--- config.mk ---
export PLATFORM = sky130hd
export DESIGN_NAME = m_cache_flat
export DESIGN_NICKNAME = d
export VERILOG_FILES = /design/src/rtl/m_cache_pkg.sv /design/src/rtl/m_cache_if.sv /design/src/rtl/m_cache_ram.sv /design/src/rtl/m_cache.sv /design/src/flat_wrapper.sv
export SDC_FILE = /design/constraint.sdc
export NUM_CORES = 1
export LEC_CHECK = 0
export ABC_AREA = 1
export ABC_CLOCK_PERIOD_IN_PS = 4500
export BUFFER_PORTS_ARGS = -buffer_cell sky130_fd_sc_hd__buf_2
export CORE_AREA = 5 5 266 268
export CTS_CLUSTER_SIZE = 10
export DETAILED_ROUTE_END_ITERATION = 12
export DIE_AREA = 0 0 271 273
export PLACE_DENSITY = 0.55
export SETUP_SLACK_MARGIN = 0.05
export SYNTH_ARGS = -nofsm -noshare
export SYNTH_HDL_FRONTEND = slang
export SYNTH_SLANG_ARGS = --single-unit
--- constraint.sdc ---
create_clock -name clock_i -period 4.5 [get_ports clock_i]
set_input_delay 0.225 -clock clock_i [delete_from_list [all_inputs] [get_ports clock_i]]
set_output_delay 0.225 -clock clock_i [all_outputs]
set_load 0.01 [all_outputs]
--- src/rtl/m_cache_pkg.sv ---
// Shared types and default geometry for the direct-mapped instruction cache.
package m_cache_pkg;

   localparam int DEF_WIDTH   = 32;
   localparam int DEF_ADDRESS = 10;
   localparam int DEF_LINES   = 16;

   typedef enum logic [1:0] {
      IDLE,
      LOOKUP,
      REQ,
      WAIT
   } state_t;

endpackage

--- src/rtl/m_cache_if.sv ---
// Fetch-side and refill-side handshakes of m_cache; 'master' is the cache view, 'slave' the environment view.
interface m_cache_if
   import m_cache_pkg::*;
#(
   parameter int WIDTH   = DEF_WIDTH,
   parameter int ADDRESS = DEF_ADDRESS
);

   logic               m_read_i;
   logic [ADDRESS-1:0] m_addr_i;
   logic               m_mark_i;
   logic               m_rack_o;
   logic               m_ready_o;
   logic [WIDTH-1:0]   m_data_o;
   logic               m_mark_o;

   logic               s_read_o;
   logic [ADDRESS-1:0] s_addr_o;
   logic               s_rack_i;
   logic               s_ready_i;
   logic [WIDTH-1:0]   s_data_i;

   modport master (
      input  m_read_i, m_addr_i, m_mark_i, s_rack_i, s_ready_i, s_data_i,
      output m_rack_o, m_ready_o, m_data_o, m_mark_o, s_read_o, s_addr_o
   );

   modport slave (
      output m_read_i, m_addr_i, m_mark_i, s_rack_i, s_ready_i, s_data_i,
      input  m_rack_o, m_ready_o, m_data_o, m_mark_o, s_read_o, s_addr_o
   );

endinterface

--- src/rtl/m_cache_ram.sv ---
// LINES x WIDTH data array: one synchronous read port, one write port, 1-cycle read latency.
module m_cache_ram #(
   parameter int WIDTH = 32,
   parameter int LINES = 16
) (
   input  logic                     clock_i,
   input  logic                     rd_en,
   input  logic [$clog2(LINES)-1:0] rd_addr,
   output logic [WIDTH-1:0]         rd_data,
   input  logic                     wr_en,
   input  logic [$clog2(LINES)-1:0] wr_addr,
   input  logic [WIDTH-1:0]         wr_data
);

   logic [WIDTH-1:0] mem [LINES];

   // No reset: contents survive reset by design.
   always_ff @(posedge clock_i) begin
      if (wr_en)
         mem[wr_addr] <= wr_data;
      if (rd_en)
         rd_data <= mem[rd_addr];
   end

endmodule

--- src/rtl/m_cache.sv ---
// Direct-mapped one-word-per-line fetch cache: hit returns 1 cycle after rack, miss refills via slave port.
// Optional M_CACHE_INVALIDATE_EN adds invalidate_i to flush all valid bits; rack is withheld while a miss is outstanding.
module m_cache
   import m_cache_pkg::*;
#(
   parameter int WIDTH   = DEF_WIDTH,
   parameter int ADDRESS = DEF_ADDRESS,
   parameter int LINES   = DEF_LINES
) (
   input  logic clock_i,
   input  logic reset_i,
`ifdef M_CACHE_INVALIDATE_EN
   input  logic invalidate_i,
`endif
   m_cache_if.master bus
);

   localparam int IDX_W = $clog2(LINES);
   localparam int TAG_W = ADDRESS - IDX_W;

   state_t             state_q, state_d;
   logic [ADDRESS-1:0] addr_q;
   logic               mark_q;
   logic               s_read_q;
   logic [LINES-1:0]   valid_q;
   logic [TAG_W-1:0]   tag_q [LINES];

   logic [IDX_W-1:0]   line;
   logic [TAG_W-1:0]   tag_in;
   logic               hit;
   logic               rack;
   logic               ready;
   logic               refill;
   logic               inv_all;
   logic [WIDTH-1:0]   ram_dat;
   logic [WIDTH-1:0]   ret_dat;

   assign line   = addr_q[IDX_W-1:0];
   assign tag_in = addr_q[ADDRESS-1:IDX_W];
   assign hit    = valid_q[line] && (tag_q[line] == tag_in);

`ifdef M_CACHE_INVALIDATE_EN
   assign inv_all = invalidate_i;
`else
   assign inv_all = 1'b0;
`endif

   always_comb begin
      state_d = state_q;
      rack    = 1'b0;
      ready   = 1'b0;
      refill  = 1'b0;
      ret_dat = ram_dat;
      case (state_q)
         IDLE: begin
            rack = bus.m_read_i;
            if (rack)
               state_d = LOOKUP;
         end
         LOOKUP: begin
            if (hit) begin
               ready   = 1'b1;
               rack    = bus.m_read_i;
               state_d = rack ? LOOKUP : IDLE;
            end else begin
               state_d = REQ;
            end
         end
         REQ: begin
            if (bus.s_rack_i)
               state_d = WAIT;
         end
         WAIT: begin
            if (bus.s_ready_i) begin
               ready   = 1'b1;
               refill  = 1'b1;
               ret_dat = bus.s_data_i;
               state_d = IDLE;
            end
         end
         default: state_d = IDLE;
      endcase
      // State is already IDLE under reset, but the handshakes must be quiet too.
      if (reset_i) begin
         rack   = 1'b0;
         ready  = 1'b0;
         refill = 1'b0;
      end
   end

   always_ff @(posedge clock_i or posedge reset_i) begin
      if (reset_i) begin
         state_q  <= IDLE;
         addr_q   <= '0;
         mark_q   <= 1'b0;
         s_read_q <= 1'b0;
      end else begin
         state_q  <= state_d;
         s_read_q <= (state_d == REQ);
         if (rack) begin
            addr_q <= bus.m_addr_i;
            mark_q <= bus.m_mark_i;
         end
      end
   end

   // A flush wins over a refill landing in the same cycle.
   always_ff @(posedge clock_i or posedge reset_i) begin
      if (reset_i)
         valid_q <= '0;
      else if (inv_all)
         valid_q <= '0;
      else if (refill)
         valid_q[line] <= 1'b1;
   end

   always_ff @(posedge clock_i) begin
      if (refill)
         tag_q[line] <= tag_in;
   end

   m_cache_ram #(
      .WIDTH (WIDTH),
      .LINES (LINES)
   ) u_ram (
      .clock_i (clock_i),
      .rd_en   (rack),
      .rd_addr (bus.m_addr_i[IDX_W-1:0]),
      .rd_data (ram_dat),
      .wr_en   (refill),
      .wr_addr (line),
      .wr_data (bus.s_data_i)
   );

   assign bus.m_rack_o  = rack;
   assign bus.m_ready_o = ready;
   assign bus.m_data_o  = ret_dat;
   assign bus.m_mark_o  = ready & mark_q;
   assign bus.s_read_o  = s_read_q;
   assign bus.s_addr_o  = addr_q;

endmodule

--- src/flat_wrapper.sv ---
// flat-port wrapper written by rule: the top's interface ports become plain ports
module m_cache_flat import m_cache_pkg::*;
#(
   parameter int WIDTH   = DEF_WIDTH,
   parameter int ADDRESS = DEF_ADDRESS,
   parameter int LINES   = DEF_LINES
)
  (clock_i, reset_i, bus_m_read_i, bus_m_addr_i, bus_m_mark_i, bus_s_rack_i, bus_s_ready_i, bus_s_data_i, bus_m_rack_o, bus_m_ready_o, bus_m_data_o, bus_m_mark_o, bus_s_read_o, bus_s_addr_o);
  m_cache_if #(.WIDTH(WIDTH), .ADDRESS(ADDRESS)) bus_i ();
  input  logic clock_i;
  input  logic reset_i;
  input wire logic [$bits(bus_i.m_read_i)-1:0] bus_m_read_i;
  input wire logic [$bits(bus_i.m_addr_i)-1:0] bus_m_addr_i;
  input wire logic [$bits(bus_i.m_mark_i)-1:0] bus_m_mark_i;
  input wire logic [$bits(bus_i.s_rack_i)-1:0] bus_s_rack_i;
  input wire logic [$bits(bus_i.s_ready_i)-1:0] bus_s_ready_i;
  input wire logic [$bits(bus_i.s_data_i)-1:0] bus_s_data_i;
  output wire logic [$bits(bus_i.m_rack_o)-1:0] bus_m_rack_o;
  output wire logic [$bits(bus_i.m_ready_o)-1:0] bus_m_ready_o;
  output wire logic [$bits(bus_i.m_data_o)-1:0] bus_m_data_o;
  output wire logic [$bits(bus_i.m_mark_o)-1:0] bus_m_mark_o;
  output wire logic [$bits(bus_i.s_read_o)-1:0] bus_s_read_o;
  output wire logic [$bits(bus_i.s_addr_o)-1:0] bus_s_addr_o;
  assign bus_i.m_read_i = bus_m_read_i;
  assign bus_i.m_addr_i = bus_m_addr_i;
  assign bus_i.m_mark_i = bus_m_mark_i;
  assign bus_i.s_rack_i = bus_s_rack_i;
  assign bus_i.s_ready_i = bus_s_ready_i;
  assign bus_i.s_data_i = bus_s_data_i;
  assign bus_m_rack_o = bus_i.m_rack_o;
  assign bus_m_ready_o = bus_i.m_ready_o;
  assign bus_m_data_o = bus_i.m_data_o;
  assign bus_m_mark_o = bus_i.m_mark_o;
  assign bus_s_read_o = bus_i.s_read_o;
  assign bus_s_addr_o = bus_i.s_addr_o;
  m_cache #(.WIDTH(WIDTH), .ADDRESS(ADDRESS), .LINES(LINES)) u_core (.clock_i(clock_i), .reset_i(reset_i), .bus(bus_i));
endmodule
=== After elaboration in Yosys (flattened, before gate mapping) ===
Memory sizes are Yosys's and may differ from the RTL's. A register that Yosys moved wholly into a read port is not among the register bits.
Index checks and enable logic that the tools add are counted.

* Flip-flop bits (word level): 30
* Input bits: 48
* Output and inout port bits: 46
* Memories: 2
* Memory bits (writable): 608
* Word-level logic and storage cells: 42

* Eq/ne operators: 5
* Mux-type cells: 23
* Reductions and logical operators: 3
* Order comparisons: 2
* Bitwise operators: 2

{| class="wikitable"
|+ Memory list
! memory !! words !! width !! rd ports !! clocked after Yosys merged registers in !! write ports !! line !! RTL
|-
| u_core.u_ram.mem || 16 || 32 || 1 || 1 || 1 || m_cache_ram.sv:15 || <nowiki>logic [WIDTH-1:0] mem [LINES];</nowiki>
|-
| u_core.tag_q || 16 || 6 || 1 || 0 || 1 || m_cache.sv:26 || <nowiki>logic [TAG_W-1:0] tag_q [LINES];</nowiki>
|}

{| class="wikitable"
|+ Operators by type and width
! operator !! count
|-
| 2-to-1 mux 32 bit || 2
|-
| OR 16 bit || 1
|-
| 2-to-1 mux 1 bit || 12
|-
| 2-to-1 mux 2 bit || 4
|-
| case mux 2 bit (4 select lines) || 1
|-
| equality test 2 bit (second input constant) || 3
|-
| equality test 6 bit || 1
|-
| < comparator 4 x 5 -> 1 bit (second input constant) || 1
|-
| binary-select mux 1 bit (select 4 bit) || 1
|-
| demux 1 bit (select 4 bit) || 1
|-
| greater-or-equal comparator 4 x 1 -> 1 bit (second input constant) || 1
|-
| case mux 1 bit (2 select lines) || 2
|-
| equality test 2 x 1 -> 1 bit (second input constant) || 1
|-
| logical AND 1 bit || 2
|-
| logical NOT 2 bit || 1
|-
| bitwise AND 1 bit || 1
|}

=== Logic depth before layout (Yosys ltp) ===
* Depth in word-level cells: 7
* Depth in mapped cells: 21
* Mapped depth without buffers: 17

=== Cells and area by module ===
From an unflattened synthesis, not the netlist that was laid out.

* Cell total of the unflattened synthesis: 2,791
* Area total of the unflattened synthesis: 28,891.5 um^2

{| class="wikitable"
|+ By module, submodules not included
! module !! area each (um^2) !! instances !! seq. area each (um^2) !! cells each
|-
| m_cache_ram || 23,050.9 || 1 || 16,335.7 || 2,120
|-
| m_cache || 5,840.6 || 1 || 3,633.5 || 671
|}

=== Worst setup path after synthesis ===
No wires, ideal clock.

* Kind: register -> register
* From: register u_core.state_q[1]
* To: memory u_core.tag_q[0][0] in the netlist's numbering (enable)
* Slack: 1.021 ns
* Path buffers: 0
* Required time: 4.066 ns
* Clock period less this slack: 3.479 ns
* Arrival time: 3.045 ns
* Setup time: 0.434 ns
* Stages on the path, launching flop included: 7
* Cell sequence: dfrtp_1 > inv_1 > nor3_1 > inv_1 > nor2_1 > nand2_1 > nor2_1

* Cells in the longest elaborated chain, start to end: 5

{| class="wikitable"
|+ RTL lines
! item !! line !! RTL
|-
| from (decl) || m_cache.sv:21 || <nowiki>state_t state_q, state_d;</nowiki>
|-
| from (signal assigned) || m_cache.sv:98 || <nowiki>state_q <= state_d;</nowiki>
|-
| equality test 2 bit || m_cache.sv:54 || <nowiki>case (state_q)</nowiki>
|-
| 2-to-1 mux 1 bit || m_cache.sv:54 ||
|-
| 2-to-1 mux 1 bit || m_cache.sv:84 || <nowiki>if (reset_i) begin</nowiki>
|-
| 2-to-1 mux 1 bit || m_cache.sv:118 || <nowiki>if (refill)</nowiki>
|-
| 2-to-1 mux 1 bit (not written as such) || m_cache.sv:119 || <nowiki>tag_q[line] <= tag_in;</nowiki>
|-
| to (decl) || m_cache.sv:26 ||
|}

Every way passes these cells.

=== Worst setup path in the final report ===
* From: register u_core.addr_q[1], in the netlist u_core.bus.s_addr_o[1]
* To: output port bus_m_rack_o

* Cells in the longest elaborated chain, start to end: 6
* Elaborated cells between the ends (all ways): 8
* Those cells by class: 1 x eq/ne; 5 x mux; 1 x reduce/logical; 1 x memory

{| class="wikitable"
|+ RTL lines
! item !! line !! RTL
|-
| from (decl) || m_cache.sv:22 || <nowiki>logic [ADDRESS-1:0] addr_q;</nowiki>
|-
| from (signal assigned) || m_cache.sv:101 || <nowiki>addr_q <= bus.m_addr_i;</nowiki>
|-
| memory (16 x 6 bit) or binary-select mux 1 bit (select 4 bit) (tied branches) || n/a ||
|-
| equality test 6 bit or 2-to-1 mux 1 bit (tied branches) || m_cache.sv:40 || <nowiki>assign hit = valid_q[line] && (tag_q[line] == tag_in);</nowiki>
|-
| logical AND 1 bit * || m_cache.sv:40 ||
|-
| 2-to-1 mux 1 bit * || m_cache.sv:61 || <nowiki>if (hit) begin</nowiki>
|-
| case mux 1 bit (2 select lines) * || m_cache.sv:54 ||
|-
| 2-to-1 mux 1 bit * || m_cache.sv:84 ||
|-
| to (decl) || flat_wrapper.sv:18 || <nowiki>output wire logic [$bits(bus_i.m_rack_o)-1:0] bus_m_rack_o;</nowiki>
|}

Mark *: on every way between the ends. The rest lies on a longest branch, timed or not. The select of a mux whose other input is x is not followed.

==> results by group <==
Outcome
  – Status: completed

Floorplan
  – Core Area: 0.06811 sq mm
  – Starting Density: 0.3963
  – Die Height: 273 um
  – Ports: 94
  – Num rows: 96
  – Die ar.: 0.07398 sq mm
  – Chip Width: 271 um

Timing
  – Final Hold Vio Count: 0
  – Fin crit share: 0.8665
  – Achievable Freq: 0.2564 GHz
  – Slew headroom: 0.2209
  – Tmin final: 3899 ps
  – Max Clock Skew: 14.86 ps
  – Post-Route Setup TNS: 0 ps
  – Slew of the pin with the lowest slew margin: 1166 ps
  – # setup viols final: 0
  – RSZ-0062 raised after global routing: no
  – Max Slew Vio Count: 0

Clocking
  – Clock Path Buffers: 3
  – Clk sinks: 670
  – Clock transition at the registers of the reported paths: 60 ps
  – Worst skew pair latency: 610 ps
  – Clock root cell: clkbuf_16
  – CTS HTree Levels: 3
  – # resized after CTS: 0
  – Cts bufs inserted: 78
  – CTS tree: done

Drt
  – Final ANT Viol Nets: 0
  – Drt first pass iters: 5
  – DRT Wirelength: 67260 um
  – Vias per inst: 5.190
  – Via Count: 15980
  – Drc violations: 0
  – WL/cell: 21.85 um
  – Starting DRT DRC Count: 1223

GRT
  – Initial antenna violation count: 0
  – Largest net degree at the start of global routing: 130
  – Gr usage total: 0.1793
  – GR Overflow Total: 0
  – Vias in the first global route: 16020
  – First-pass GRT wire length: 101600 um

Critical path
  – Worst Path Required: 4280 ps
  – Max FO, Critical Path: 27
  – CP most frequent cell: nand2_1
  – Crit path launch type: flip-flop
  – Crit end category: primary output
  – Crit path max-delay cell type: dfrtp_1
  – CP max stage delay: 520 ps
  – CP cell instances: inv_2 > nand2_1 > nor2_1 > nor2_1 > nand2_1 > nand2_1 > nand2_1 > inv_1 > nand2_1 > nor2_1 > nand3_2 > o21bai_2 > nand4_1 > inv_2 > buf_2
  – Worst EP arrival: 3670 ps
  – Kind of critical path: flip-flop to primary output

Yosys
  – Gate count of the mapped netlist: 2046
  – Yosys cell types: 28
  – Area leader, netlist: edfxtp_1
  – Synthesized area: 0.02699 sq mm
  – Synth Warn #: 0
  – Seq/Total Area, Yosys: 0.7398
  – Seq cells post-synth: 670
  – Syn avg cell area: 13.19 sq um
  – Syn Nets: 2094
  – Top post-synthesis cells by area: edfxtp_1 71%, nand2_1 6.0%, mux2i_1 4.7%, o211ai_1 3.6%, o21ai_0 3.0%
  – Post-synth top area share: 0.7120

Finish
  – Layout Area Growth over Synthesis: 15.02%
  – Finished Layout Cells: 3079
  – NumNets Final: 2222
  – Fraction of layout cells with a size suffix above 1: 0.1197
  – # diodes: 0
  – Fin util: 0.4559

Pwr
  – Peak VDD IR: 0.2386 mV
  – Leakage: 11.55 nW
  – PD cells: 486.7 mW/mm^2
  – Total power: 0.01511 W

Placed design
  – IO buf count: 93
  – Post-DP HPWL: 36220 um
  – GP Congestion: 0.8362
  – Placed Cells: 2945

Run
  – Max_cap viols: 0

Min path
  – Hold Path Class: input port to flip-flop
cell usage in the layout (no fill, tap or decap), drive strengths merged:
cell type,synthesis,routed
buf,40,133
nor2,51,51
a21oi,133,133
o21ai,164,164
edfxtp,640,640
clkinv,0,2
nor2b,1,1
nand4,1,1
nand3,52,52
a21boi,1,1
or2,13,13
a211oi,1,1
dfrtp,30,30
inv,153,156
mux2i,128,128
o21bai,2,2
o211ai,128,128
dlygate4sd3,0,31
nor3,1,1
clkbuf,76,97
nand2,431,431
bufinv,0,1
report_power, final:
group	switching, W	internal [W]	total, W
registers	0.000203	0.00720	0.00741
clock network	0.00229	0.00324	0.00553
logic	0.00152	0.000650	0.00217
total	0.00402	0.0111	0.0151
area by class of cell:
cell class / instances / area (sq um)
multi-input cells: 1107 / 6071
fillers: 6044 / 37060
flip-flops and latches: 670 / 19970
repair buffers: 164 / 1179
clock inverters: 6 / 81.33
well taps: 882 / 1104
clock buffers: 97 / 2066
inverters: 153 / 576.8
registers in the layout, summed over array words and instances, names as in the netlist:
signal and flops:
u_core.bus.s_addr_o 10, u_core.bus.s_read_o 1, u_core.valid_q 16, u_core.tag_q 96, u_core.u_ram.rd_data 32, u_core.u_ram.mem 512, u_core.state_q 2, u_core.mark_q 1
critical path, delay by kind of cell, from the launching register on:
family / cells / cell delay, ps
simple gates: 10 / 1260
flops: 1 / 520
buf+inv: 4 / 1060
compound gates: 1 / 160
logic make-up after synthesis:
| group | count (synthesis) | synth area share |
|---|---|---|
| simple gates | 550 | 0.08089 |
| flops | 670 | 0.7398 |
| compound gates | 429 | 0.09192 |
| mux | 128 | 0.04747 |
| buf+inv | 269 | 0.03987 |
timing repair:
item                      CTS  global route
hold endpoints to repair  285             0
hold buffers               31             0
buffers inserted            0             0
metal layers:
layer  vias to the layer above  wire length (um)  global-route usage  share of wire
met3                        85              2682             0.02599          0.040
met5                         -                 0                   0              0
met1                      7959             30620              0.2494           0.46
met2                       352             32830              0.2993           0.49
li1                       7585                 -                   -              -
met4                         0              1129             0.04529          0.017
cell usage after synthesis (all sizes together):
| master | number |
|---|---|
| nor3 | 1 |
| a21oi | 133 |
| dfrtp | 30 |
| nand3 | 52 |
| nor2b | 1 |
| mux2i | 128 |
| nand2 | 431 |
| o21bai | 2 |
| a21boi | 1 |
| edfxtp | 640 |
| nand4 | 1 |
| o21ai | 164 |
| buf | 40 |
| o211ai | 128 |
| inv | 153 |
| clkbuf | 76 |
| a211oi | 1 |
| or2 | 13 |
| nor2 | 51 |
path summary, 6_finish.rpt:
| path | from | to | slack [ps] | cells after the start |
|---|---|---|---|---|
| setup / recovery | u_core.bus.s_addr_o[1]$_DFFE_PP0P_ | bus_m_rack_o | 600 | 15 |
| hold / removal | bus_s_data_i[16] | u_core.u_ram.mem[2][16]$_DFFE_PP_ | 30 | 1 |
| setup reg to reg | u_core.bus.s_addr_o[1]$_DFFE_PP0P_ | u_core.u_ram.rd_data[14]$_DFFE_PP_ | 980 | 15 |
| hold reg to reg | u_core.valid_q[10]$_DFFE_PP0P_ | u_core.valid_q[10]$_DFFE_PP0P_ | 470 | 2 |
| max in group asynchronous | reset_i | u_core.bus.s_addr_o[5]$_DFFE_PP0P_ | 3780 | 4 |
| min in group asynchronous | reset_i | u_core.valid_q[5]$_DFFE_PP0P_ | 370 | 4 |
through the flow:
step	hold slack [ps]	setup slack (ps)	instance area, sq um
2_1_floorplan	323.9	1021	26990
3_3_place_gp	439.9	1016	28590
3_5_place_dp	443.0	953.0	28590
4_1_cts	7.166	546.5	31050
5_1_grt	26.01	272.1	31050
6_report	28.39	600.6	31050
(Power assumes the default switching activity.)
